[src/rtl/gate_truth_seq.sv]
// Purpose: sweeps {gate_a,gate_b} through 00,01,10,11 and compares gate_y against EXPECTED.
// Latency: start accepted at edge E0 -> done pulse after edge E0+4*HOLD_CYCLES; results are held until the next sweep.
// Backpressure: none. start is ignored while a sweep runs. abort cancels the sweep without reporting.
// Ports: clk, rst_n (async, active low); start/abort control; gate_a/gate_b drive the gate under test;
//        gate_y is its output; busy/done/pass/fail_mask report status.
// Optional: define GATE_SEQ_ERRLOG_EN to add err_valid/err_vec, which capture the first failing vector.
module gate_truth_seq #(
  parameter int         HOLD_CYCLES = 4,
  parameter logic [3:0] EXPECTED    = 4'b0111
) (
  input  logic       clk,
  input  logic       rst_n,
  input  logic       start,
  input  logic       abort,
  output logic       gate_a,
  output logic       gate_b,
  input  logic       gate_y,
  output logic       busy,
  output logic       done,
  output logic       pass,
  output logic [3:0] fail_mask
`ifdef GATE_SEQ_ERRLOG_EN
  ,
  output logic       err_valid,
  output logic [1:0] err_vec
`endif
);

  typedef enum logic [1:0] {IDLE, DRIVE, DONE} state_t;

  localparam logic [7:0] LAST = 8'(HOLD_CYCLES - 1);

  state_t     state, state_nxt;
  logic [1:0] idx, idx_nxt;
  logic [7:0] cnt, cnt_nxt;
  logic [3:0] mask, mask_nxt;
  logic       mism;

  always_comb begin
    state_nxt = state;
    idx_nxt   = idx;
    cnt_nxt   = cnt;
    mask_nxt  = mask;
    mism      = 1'b0;
    case (state)
      IDLE: begin
        if (start) begin
          state_nxt = DRIVE;
          idx_nxt   = 2'd0;
          cnt_nxt   = 8'd0;
          mask_nxt  = 4'd0;
        end
      end
      DRIVE: begin
        // abort wins over a sample landing on the same edge
        if (abort) begin
          state_nxt = IDLE;
          idx_nxt   = 2'd0;
          cnt_nxt   = 8'd0;
        end else if (cnt == LAST) begin
          // case inequality so an X/Z gate output is treated as a mismatch
          mism     = (gate_y !== EXPECTED[idx]);
          mask_nxt = mask | (4'(mism) << idx);
          cnt_nxt  = 8'd0;
          if (idx == 2'd3) begin
            state_nxt = DONE;
            idx_nxt   = 2'd0;
          end else begin
            idx_nxt = idx + 2'd1;
          end
        end else begin
          cnt_nxt = cnt + 8'd1;
        end
      end
      DONE: begin
        state_nxt = IDLE;
      end
      default: begin
        state_nxt = IDLE;
        idx_nxt   = 2'd0;
        cnt_nxt   = 8'd0;
      end
    endcase
  end

  // Outputs are flopped from the next-state values so they line up with the state register.
  always_ff @(posedge clk or negedge rst_n) begin
    if (!rst_n) begin
      state     <= IDLE;
      idx       <= 2'd0;
      cnt       <= 8'd0;
      mask      <= 4'd0;
      gate_a    <= 1'b0;
      gate_b    <= 1'b0;
      busy      <= 1'b0;
      done      <= 1'b0;
      pass      <= 1'b0;
      fail_mask <= 4'd0;
    end else begin
      state  <= state_nxt;
      idx    <= idx_nxt;
      cnt    <= cnt_nxt;
      mask   <= mask_nxt;
      gate_a <= (state_nxt == DRIVE) && idx_nxt[1];
      gate_b <= (state_nxt == DRIVE) && idx_nxt[0];
      busy   <= (state_nxt == DRIVE);
      done   <= (state_nxt == DONE);
      if ((state == DRIVE) && (state_nxt == DONE)) begin
        fail_mask <= mask_nxt;
        pass      <= (mask_nxt == 4'd0);
      end
    end
  end

`ifdef GATE_SEQ_ERRLOG_EN
  always_ff @(posedge clk or negedge rst_n) begin
    if (!rst_n) begin
      err_valid <= 1'b0;
      err_vec   <= 2'd0;
    end else if ((state == IDLE) && start) begin
      err_valid <= 1'b0;
      err_vec   <= 2'd0;
    end else if (mism && !err_valid) begin
      err_valid <= 1'b1;
      err_vec   <= idx;
    end
  end
`endif

endmodule

[config.mk]
export PLATFORM = sky130hd
export DESIGN_NAME = gate_truth_seq
export DESIGN_NICKNAME = d
export VERILOG_FILES = /design/src/rtl/gate_truth_seq.sv
export SDC_FILE = /design/constraint.sdc
export NUM_CORES = 1
export LEC_CHECK = 0
export ABC_AREA = 0
export BUFFER_PORTS_ARGS = -buffer_cell sky130_fd_sc_hd__buf_2
export CAP_MARGIN = 30
export CORE_MARGIN = 2
export CORE_UTILIZATION = 59
export DETAILED_ROUTE_END_ITERATION = 16
export GPL_ROUTABILITY_DRIVEN = 0
export GPL_TIMING_DRIVEN = 1
export PLACE_DENSITY = 0.85
export RECOVER_POWER = 25
export SLEW_MARGIN = 20
export SYNTH_ARGS = -nofsm -noshare
export SYNTH_HDL_FRONTEND = slang
export SYNTH_SLANG_ARGS = --single-unit
[constraint.sdc]
create_clock -name clk -period 5.4 [get_ports clk]
set_clock_uncertainty 0.2 [all_clocks]
set_input_delay 0.81 -clock clk [delete_from_list [all_inputs] [get_ports clk]]
set_output_delay 0.81 -clock clk [all_outputs]
set_load 0.005 [all_outputs]
==> results of run 1 <==
## synthesized netlist by cell type, drive strengths merged, types with 2 or more instances
library cell	number	area, um2
o21ai	4	20.0
a21oi	4	20.0
o31ai	4	30.0
nor3b	2	25.0
mux2	6	67.6
inv	2	7.51
dfrtp	25	626
nand2	8	30.0
and3	2	13.8
o211ai	2	15.0
buf	2	12.5
nand3	3	15.0
ha	2	25.0
or3b	2	20.0
nor2	12	52.6
xor2	6	52.6
o2111ai	2	17.5
## placed cells by master, fill, tap and decap left out
master	n
dfrtp_1	25
buf_2	12
nor2_1	11
nand2_1	8
mux2_2	6
xor2_1	6
o31ai_1	4
a21oi_1	4
o21ai_0	4
nand3_1	3
clkbuf_4	3
inv_1	2
nor3b_2	2
o2111ai_1	2
o211ai_1	2
ha_1	2
clkbuf_1	2
nor4_4	1
xnor2_1	1
nand4_2	1
or3b_1	1
or3b_4	1
nor2_4	1
nor2b_1	1
and2_2	1
a22oi_1	1
and3_1	1
and4_1	1
or4_1	1
and3_2	1
a22o_1	1
## per-stage QoR
| step | worst slack [ns] | hold slack, ns | cells | instance area, um2 |
|---|---|---|---|---|
| 2_1_floorplan | 3.35 | 0.256 | 97 | 1140 |
| 3_3_place_gp | 3.17 | 0.282 | 133 | 1220 |
| 3_5_place_dp | 3.14 | 0.291 | 133 | 1220 |
| 4_1_cts | 3.25 | 0.260 | 137 | 1250 |
| 5_1_grt | 3.11 | 0.346 | 137 | 1250 |
| 6_report | 3.22 | 0.315 | 137 | 1250 |
## metal layers
layer	vias to the layer above	GRT usage	routed length (um)
li1	376	-	-
met1	386	0.279	946
met2	26	0.325	942
met3	7	0.0528	96
met4	0	0.119	51
met5	-	0	0
## flip-flops by register name (all words and copies together), names as in the netlist
register / flops
busy: 1
cnt: 8
done: 1
fail_mask: 4
gate_a: 1
gate_b: 1
idx: 2
mask: 4
pass: 1
state: 2
## where the power goes
part	internal (mW)	switching [mW]	total [mW]
sequential	0.192	0.00655	0.199
clock	0.0289	0.0531	0.0821
combinational	0.0102	0.0178	0.0280
## worst max path at each step
stage,start,slack [ns],end
global route,cnt[0],3.11,fail_mask[2]
floorplan,abort,3.35,fail_mask[0]
finish,cnt[0],3.22,fail_mask[0]
CTS,cnt[0],3.25,fail_mask[0]
global placement,abort,3.17,fail_mask[3]
detailed placement,abort,3.14,idx[0]
## logic make-up (layout without fill, tap and decap cells)
family,count (synthesis),count (layout),synth area share
AND/OR/NAND/NOR,35,35,0.193
flip-flops,25,25,0.549
AO/OA/AOI/OAI,18,18,0.104
XOR/XNOR,7,7,0.0538
multiplexers,6,6,0.0593
buffers and inverters,4,19,0.0176
adder cells (fa/ha/maj),2,2,0.0220
## area by class of cell
type,instances,area [um2]
Fill cell,129,517
Tap cell,25,31.3
Multi-Input combinational cell,68,493
Timing Repair Buffer,13,63.8
Sequential cell,25,626
Inverter,2,7.51
Clock buffer,4,26.3
==> run metrics, run 1 <==
status=finished clean; CP Class=flip-flop to flip-flop; Main synth FF type=dfrtp_1; r2r setup slk=3.22 ns; clk root buf=clkbuf_4; sequential share of the synthesized area=0.549; Critical Path AT=2.19 ns; vias per cell=5.80; Post-synth ARST share=1.00; crit end category=flip-flop; Port Buf Inserts=13; Worst-Margin Slew=1.27 ns; Worst Path Buf+Inv=0; critical path depth=5; diode count=0; Die Y=47.9 um; global-route wire length before repair=3350 um; Die ar.=0.00230 mm2; Hold Startpoint=fail_mask[3]; Synth Register Bits=25; Resized Gates After CTS=0; Final period util=0.403; WL final=2040 um; f_max=0.460 GHz; # DRC=0; Setup Buffers After CTS=0; max-slew violations=0; Leak=0.626 nW; Hold Path Cell Cnt=1; Pwr per Cell Area=248 mW/mm2; critical path launch point type=flip-flop; num rows=15; syn_nets=104; grt ovf=0; number of global-route vias before repair=737; worst reg2reg path endpoint=fail_mask[0]; CTS Hold Bufs=0; utilization after layout=0.707; reg2reg path depth=5; Tot GR Track Use=0.214; unrepaired setup endpoints after global routing=false; CTS tree=done; via count=795; MaxCap Viol Count=0; Worst Hold End=fail_mask[3]; Clk pin slew, worst setup/hold paths=0.13 ns; final-report hold violation count=0; Critical Path Slowest Stage Cell=dfrtp_1; Mapped Area=0.00114 mm2; worst-path cell chain=ha_1 -> nor3b_2 -> nand3_1 -> nor2_4 -> mux2_2; DR pass1 iterations=4; # setup viols final=0; largest net degree at the start of global routing=26; syn avg cell area=11.7 um2; remaining antenna violation count=0; Mapped Cells=97; worst r2r src=cnt[0]; critical path's largest stage delay=0.43 ns; total power draw=0.309 mW; Max clock buf depth=2; die width=47.9 um; clock tree sinks=25; fin crit period=2.18 ns; Hold Crit Class=flip-flop to flip-flop; H-tree depth=1; initial antenna violation count=0; post-synth cell types=30; num ports=14; TritonCTS buffer count=3; core footprint=0.00176 mm2; Slew HR=0.152; dpl hpwl=1480 um; area growth from synthesis to final layout=9.56%; Worst EP required=5.42 ns; share of layout cells above drive strength 1=0.259; critical path peak fanout=6; Setup TNS=0 ns; DR WL/cell=14.9 um; critical path's top delay family=simple AND/OR/NAND/NOR gates; NumNets Final=120; Starting Density=0.645; 1st-iter DRT viols=8; Post-synth EDFFs=0; clock insertion delay at the later pin of the skew report=0.32 ns; Max VDD drop=143 uV; Synth warnings=0
(Power assumes the default switching activity.)
==> inputs of run 2 (changes only) <==
--- a/config.mk
+++ b/config.mk
@@ -5,15 +5,15 @@
 export SDC_FILE = /design/constraint.sdc
 export NUM_CORES = 1
 export LEC_CHECK = 0
-export ABC_AREA = 0
+export ABC_AREA = 1
 export BUFFER_PORTS_ARGS = -buffer_cell sky130_fd_sc_hd__buf_2
 export CAP_MARGIN = 30
 export CORE_MARGIN = 2
-export CORE_UTILIZATION = 59
+export CORE_UTILIZATION = 56
 export DETAILED_ROUTE_END_ITERATION = 16
 export GPL_ROUTABILITY_DRIVEN = 0
 export GPL_TIMING_DRIVEN = 1
-export PLACE_DENSITY = 0.85
+export PLACE_DENSITY = 0.81
 export RECOVER_POWER = 25
 export SLEW_MARGIN = 20
 export SYNTH_ARGS = -nofsm -noshare
==> constraint.sdc (replaced) <==
create_clock -name clk -period 2.3 [get_ports clk]
set_clock_uncertainty 0.2 [all_clocks]
set_input_delay 0.345 -clock clk [delete_from_list [all_inputs] [get_ports clk]]
set_output_delay 0.345 -clock clk [all_outputs]
set_load 0.005 [all_outputs]
==> run 2 against run 1 <==
Area after synthesis is 10% higher. Flip-flop and latch count is the same. Wire length is 17% higher. Final cell count increased by 45%. Critical endpoint is now cnt[6]. Largest cell class unchanged.
==> run metrics, run 2 <==
Main synth FF type=dfrtp_1; share of the synthesized area in the top cell type=0.498 (-0.0519); final-report hold violation count=0 (unchanged); clock tree sinks=25 (unchanged); core footprint=0.00217 mm2 (+23%); Max VDD drop=472 uV (+230%); biggest registers after layout=cnt: 8 flops, fail_mask: 4 flops, mask: 4 flops; area growth from synthesis to final layout=11.0%; clock insertion delay at the later pin of the skew report=0.33 ns (about the same); Synth warnings=0 (unchanged); crit end category=async pin; Clk pin slew, worst setup/hold paths=0.14 ns (about the same); critical path's top delay family=buffers and inverters; Worst EP required=2.36 ns (-3.06 ns); largest net degree at the start of global routing=26 (unchanged); num rows=17 (+2); unrepaired setup endpoints after global routing=false; DR WL/cell=12.0 um (-19%); via count=1015 (+28%); Hold Startpoint=abort; diode count=0 (unchanged); utilization after layout=0.644 (-0.0635); fin crit period=1.77 ns; Worst Path Buf+Inv=2 (+2); critical path's largest stage delay=0.95 ns (+0.52 ns); Slew HR=0.133 (-0.0187); post-synth cell types=25 (-17%); remaining antenna violation count=0 (unchanged); H-tree depth=1 (unchanged); Synth area leaders=dfrtp_1 (50%), nand2_1 (12%), inv_1 (5.7%); die width=51.4 um (+7.2%); NumNets Final=178 (+48%); register area=626 um2 (unchanged); most common cell after layout, fill and taps aside=nand2_1; Setup Buffers After CTS=0 (unchanged); critical path launch point type=primary input; hold_ws=0.145 ns (-0.170 ns); share of layout cells above drive strength 1=0.206 (-0.0530); top-count cell post-synth=nand2_1; global-route wire length before repair=4260 um (+27%); Post-synth ARST share=1.00 (unchanged); syn avg cell area=8.27 um2 (-30%); Critical Path AT=1.82 ns (-0.37 ns); Mapped Area=0.00126 mm2 (+10%); f_max=0.566 GHz; Final period util=0.768; WL final=2380 um (+17%); CP Class=primary input to async pin; Port Buf Inserts=13 (unchanged); Fill cells=201 (+56%); Reg with most FFs=cnt; initial antenna violation count=0 (unchanged); critical path peak fanout=25 (+19); Largest register FFs=8 (unchanged); Mapped Cells=152 (+57%); Synth Register Bits=25 (unchanged); max-slew violations=0 (unchanged); worst r2r src=idx[0]; DR pass1 iterations=4 (unchanged); Setup TNS=0 ns (unchanged); multi-input combinational cell area=533 um2 (+8.1%); grt ovf=0 (unchanged); Leak=0.777 nW (+24%); most frequent cells in the layout=nand2_1 (39), dfrtp_1 (25), inv_1 (19), nor2_1 (19), buf_2 (12); Hold Crit Class=primary input to flip-flop; # setup viols final=0 (unchanged); CTS Hold Bufs=1 (+1); total power draw=0.756 mW (+140%); cell taking the most area after synthesis=dfrtp_1; Resized Gates After CTS=0 (unchanged); Max clock buf depth=2 (unchanged); Die ar.=0.00264 mm2 (+15%); CTS tree=done; syn_nets=159 (+53%); Die Y=51.4 um (+7.2%); Cells after DPL=193 (+45%); Critical Path Slowest Stage Cell=clkbuf_1; Final Instance Count excl. Fillers=198 (+45%); 1st-iter DRT viols=26 (+18); Worst-Margin Slew=1.30 ns (+0.0281 ns); dpl hpwl=1800 um (+22%); Pwr per Cell Area=542 mW/mm2 (+120%); Starting Density=0.580 (-0.0658); clk root buf=clkbuf_4; # DRC=0 (unchanged); Tot GR Track Use=0.223 (+0.00946); status=finished clean; Critical Path Source=rst_n; sequential share of the synthesized area=0.498 (-0.0519); TritonCTS buffer count=3 (unchanged); Post-synth top cells=nand2_1 (39), dfrtp_1 (25), inv_1 (19), nor2_1 (19); Post-synth EDFFs=0 (unchanged); worst-path cell chain=dlygate4sd3_1 -> clkbuf_1; vias per cell=5.13 (-12%); MaxCap Viol Count=0 (unchanged); number of global-route vias before repair=964 (+31%); num ports=14 (unchanged)
[run 2: cell count changes in the layout (fill, tap and decap cells not counted), sizes merged, moves of 3 or more]
cell   change
nand2     +35
inv       +23
nor2      +11
mux2       -6
nand3      +5
nor3       +5
o31ai      -4
xor2       -3
[run 2: layer usage]
layer	share of wire	global-route usage	vias up
met5	0	0	-
li1	-	-	513
met3	0.055	0.0351	6
met4	0.019	0.110	0
met1	0.47	0.312	457
met2	0.46	0.338	39
[run 2: area by class of cell]
type                       instances  area share
clock buffer                       3      0.0161
timing repair buffer              14      0.0529
sequential                        25       0.448
clock inverter                     1     0.00538
tap                               28      0.0251
inverter                          26      0.0708
multi-input combinational        101       0.382
[run 2: worst paths after layout]
check,slack (ns),to,cells past startpoint
min in group asynchronous,0.61,cnt[7],2
max in group clk,0.55,pass,9
setup / recovery,0.53,cnt[6],2
hold / removal,0.15,state[1],4
setup reg to reg,0.55,pass,9
hold reg to reg,0.29,fail_mask[1],2
[run 2: where the power goes]
| part | internal [mW] | leakage, nW | switching, mW | total (mW) |
|---|---|---|---|---|
| Combinational | 0.0278 | 0.419 | 0.0632 | 0.0910 |
| Sequential | 0.452 | 0.344 | 0.00900 | 0.461 |
| Clock | 0.0667 | 0.0139 | 0.137 | 0.204 |
| Total | 0.547 | 0.777 | 0.210 | 0.756 |
[run 2: kinds of logic after synthesis]
group           share of synthesized area
flops                               0.498
fa+ha+maj                          0.0199
compound gates                     0.0607
buf+inv                            0.0786
xor+xnor                           0.0209
simple gates                        0.322
[run 2: through the flow]
step | area (um2) | setup WS, ns
detailed placement | 1360 | 0.583
CTS | 1400 | 0.550
floorplan | 1260 | 0.747
global route | 1400 | 0.173
global placement | 1360 | 0.619
finish | 1400 | 0.533
==> inputs of run 3 (changes only) <==
==> constraint.sdc (replaced) <==
create_clock -name clk -period 1.8 [get_ports clk]
set_clock_uncertainty 0.2 [all_clocks]
set_input_delay 0.27 -clock clk [delete_from_list [all_inputs] [get_ports clk]]
set_output_delay 0.27 -clock clk [all_outputs]
set_load 0.005 [all_outputs]
==> run 3 against run 2 <==
Cell area grew 3.9%. Largest power group unchanged. Clock power grew 29%. Flip-flop and latch count is the same. Via count grew 3.3%. Final cell count grew 1.0%. Clock-buffer cell count is the same. Critical endpoint is now pass. Global-route usage is the same. Wire length grew 12%.
==> run metrics, run 3 (synthesis results as in run 2) <==
CTS tree=done; Largest register FFs=8 (unchanged); Reg with most FFs=cnt; total power draw=0.982 mW (+30%); Die Y=51.4 um (unchanged); WL final=2670 um (+12%); final design instance area without fill=0.00145 mm2 (+3.9%); met3 usage=0.0351 (unchanged); die width=51.4 um (unchanged); number of global-route vias before repair=964 (unchanged); Starting Density=0.580 (unchanged); Final period util=0.939; worst-path cell chain=ha_4 -> nand2_1 -> nand2_1 -> nor2_1 -> nand2_1 -> o21ai_2 -> nor2_1 -> nand2_1 -> nand2_1; Clk pin slew, worst setup/hold paths=0.14 ns (about the same); critical path peak fanout=3 (-88%); Hold Path Cell Cnt=4 (unchanged); vias per cell=5.24 (+2.2%); DR pass1 iterations=4 (unchanged); worst r2r src=idx[0]; Worst-Margin Slew=0.602 ns (-0.698 ns); worst reg2reg path endpoint=pass; Worst Hold End=state[1]; Hold Crit Class=primary input to flip-flop; most frequent cells in the layout=nand2_1 (38), dfrtp_1 (24), inv_1 (19); dpl ws=0.0832 ns (-0.500 ns); max-slew violations=0 (unchanged); dpl hpwl=1800 um (unchanged); num ports=14 (unchanged); core footprint=0.00217 mm2 (unchanged); share of layout cells above drive strength 1=0.262 (+0.0557); area growth from synthesis to final layout=15.4%; most common cell after layout, fill and taps aside=nand2_1; Setup TNS=0 ns (unchanged); # setup viols final=0 (unchanged); register area=627 um2 (+0.20%); Port Buf Inserts=13 (unchanged); num rows=17 (unchanged); Top cell by count, worst path=nand2_1; clk root buf=clkbuf_4; Pwr per Cell Area=677 mW/mm2 (+25%); CP Class=flip-flop to flip-flop; critical path launch point type=flip-flop; crit end category=flip-flop; fin crit period=1.69 ns; largest net degree at the start of global routing=26 (unchanged); NumNets Final=180 (+1.1%); r2r setup slk=0.11 ns (-0.44 ns); grt ovf=0 (unchanged); clock tree sinks=25 (unchanged); Max clock buf depth=2 (unchanged); DP Area=0.00136 mm2 (unchanged); Die ar.=0.00264 mm2 (unchanged); H-tree depth=1 (unchanged); hold_ws=0.0711 ns (-0.0742 ns); Critical Path AT=1.73 ns (-0.09 ns); remaining antenna violation count=0 (unchanged); status=finished clean; 1st-iter DRT viols=65 (+150%); biggest registers after layout=cnt: 8 flops, fail_mask: 4 flops, mask: 4 flops; via count=1048 (+3.3%); Leak=0.785 nW (+1.0%); utilization after layout=0.669 (+0.0254); Fill cells=186 (-7.5%); Final Instance Count excl. Fillers=200 (+1.0%); diode count=0 (unchanged); Slew HR=0.598 (+0.465); global-route wire length before repair=4260 um (unchanged); final-report hold violation count=0 (unchanged); Cells after DPL=193 (unchanged); multi-input combinational cell area=571 um2 (+7.0%); Hold Startpoint=abort; MaxCap Viol Count=0 (unchanged); critical path's largest stage delay=0.46 ns (-0.49 ns); # DRC=0 (unchanged); reg2reg path depth=9 (unchanged); DR WL/cell=13.4 um (+11%); Most Crowded Layer GR=met2; initial antenna violation count=0 (unchanged); Tot GR Track Use=0.223 (unchanged); TritonCTS buffer count=3 (unchanged); met2 global-route usage=0.338 (unchanged); Max VDD drop=635 uV (+35%); Critical Path Slowest Stage Cell=dfrtp_1; clock insertion delay at the later pin of the skew report=0.33 ns (about the same); met1 Usage GRT=0.312 (unchanged); PnR worst setup slack=0.110 ns (-0.422 ns); f_max=0.592 GHz; Worst EP required=1.84 ns (-0.52 ns)
run 3: repair_timing:
item	4_1_cts	5_1_grt
endpoints found under the setup margin	0	6
gates resized for setup	0	9
hold buffers	1	0
endpoints found under the hold margin	25	0
buffers inserted	0	2
run 3: worst max-delay path: cells and delay by family (launching register included):
family	cells	cell delay [ns]
and+or+nand+nor	7	0.54
adders and majority gates	1	0.20
DFF	1	0.46
AOI/OAI and AO/OA	1	0.19
run 3: worst max-delay path by stage:
stage / slack, ns / from / endpoint / cells after the start
final: 0.11 / idx[0] / pass / 9
after global routing: -0.005 / idx[0] / pass / 10
after CTS: 0.05 / idx[0] / pass / 9
after detailed placement: 0.08 / idx[0] / pass / 9
after global placement: 0.12 / idx[0] / pass / 9
after floorplan: 0.25 / idx[0] / pass / 9
run 3: final cells by class:
class | count | share of cell area
clock buffer | 3 | 0.0155
clock inverter | 1 | 0.00517
inverter | 26 | 0.0681
multi-input combinational | 101 | 0.393
sequential | 25 | 0.432
tap | 28 | 0.0241
timing repair buffer | 16 | 0.0621
run 3: where the power goes:
| group | switching (mW) | internal, mW |
|---|---|---|
| clock network | 0.178 | 0.0853 |
| registers | 0.0149 | 0.578 |
| logic | 0.0859 | 0.0402 |
| total | 0.278 | 0.704 |
run 3: metal layers:
| metal | up-vias | part of all wire |
|---|---|---|
| li1 | 516 | - |
| met1 | 473 | 0.43 |
| met2 | 50 | 0.47 |
| met3 | 9 | 0.061 |
| met4 | 0 | 0.033 |
| met5 | - | 0 |
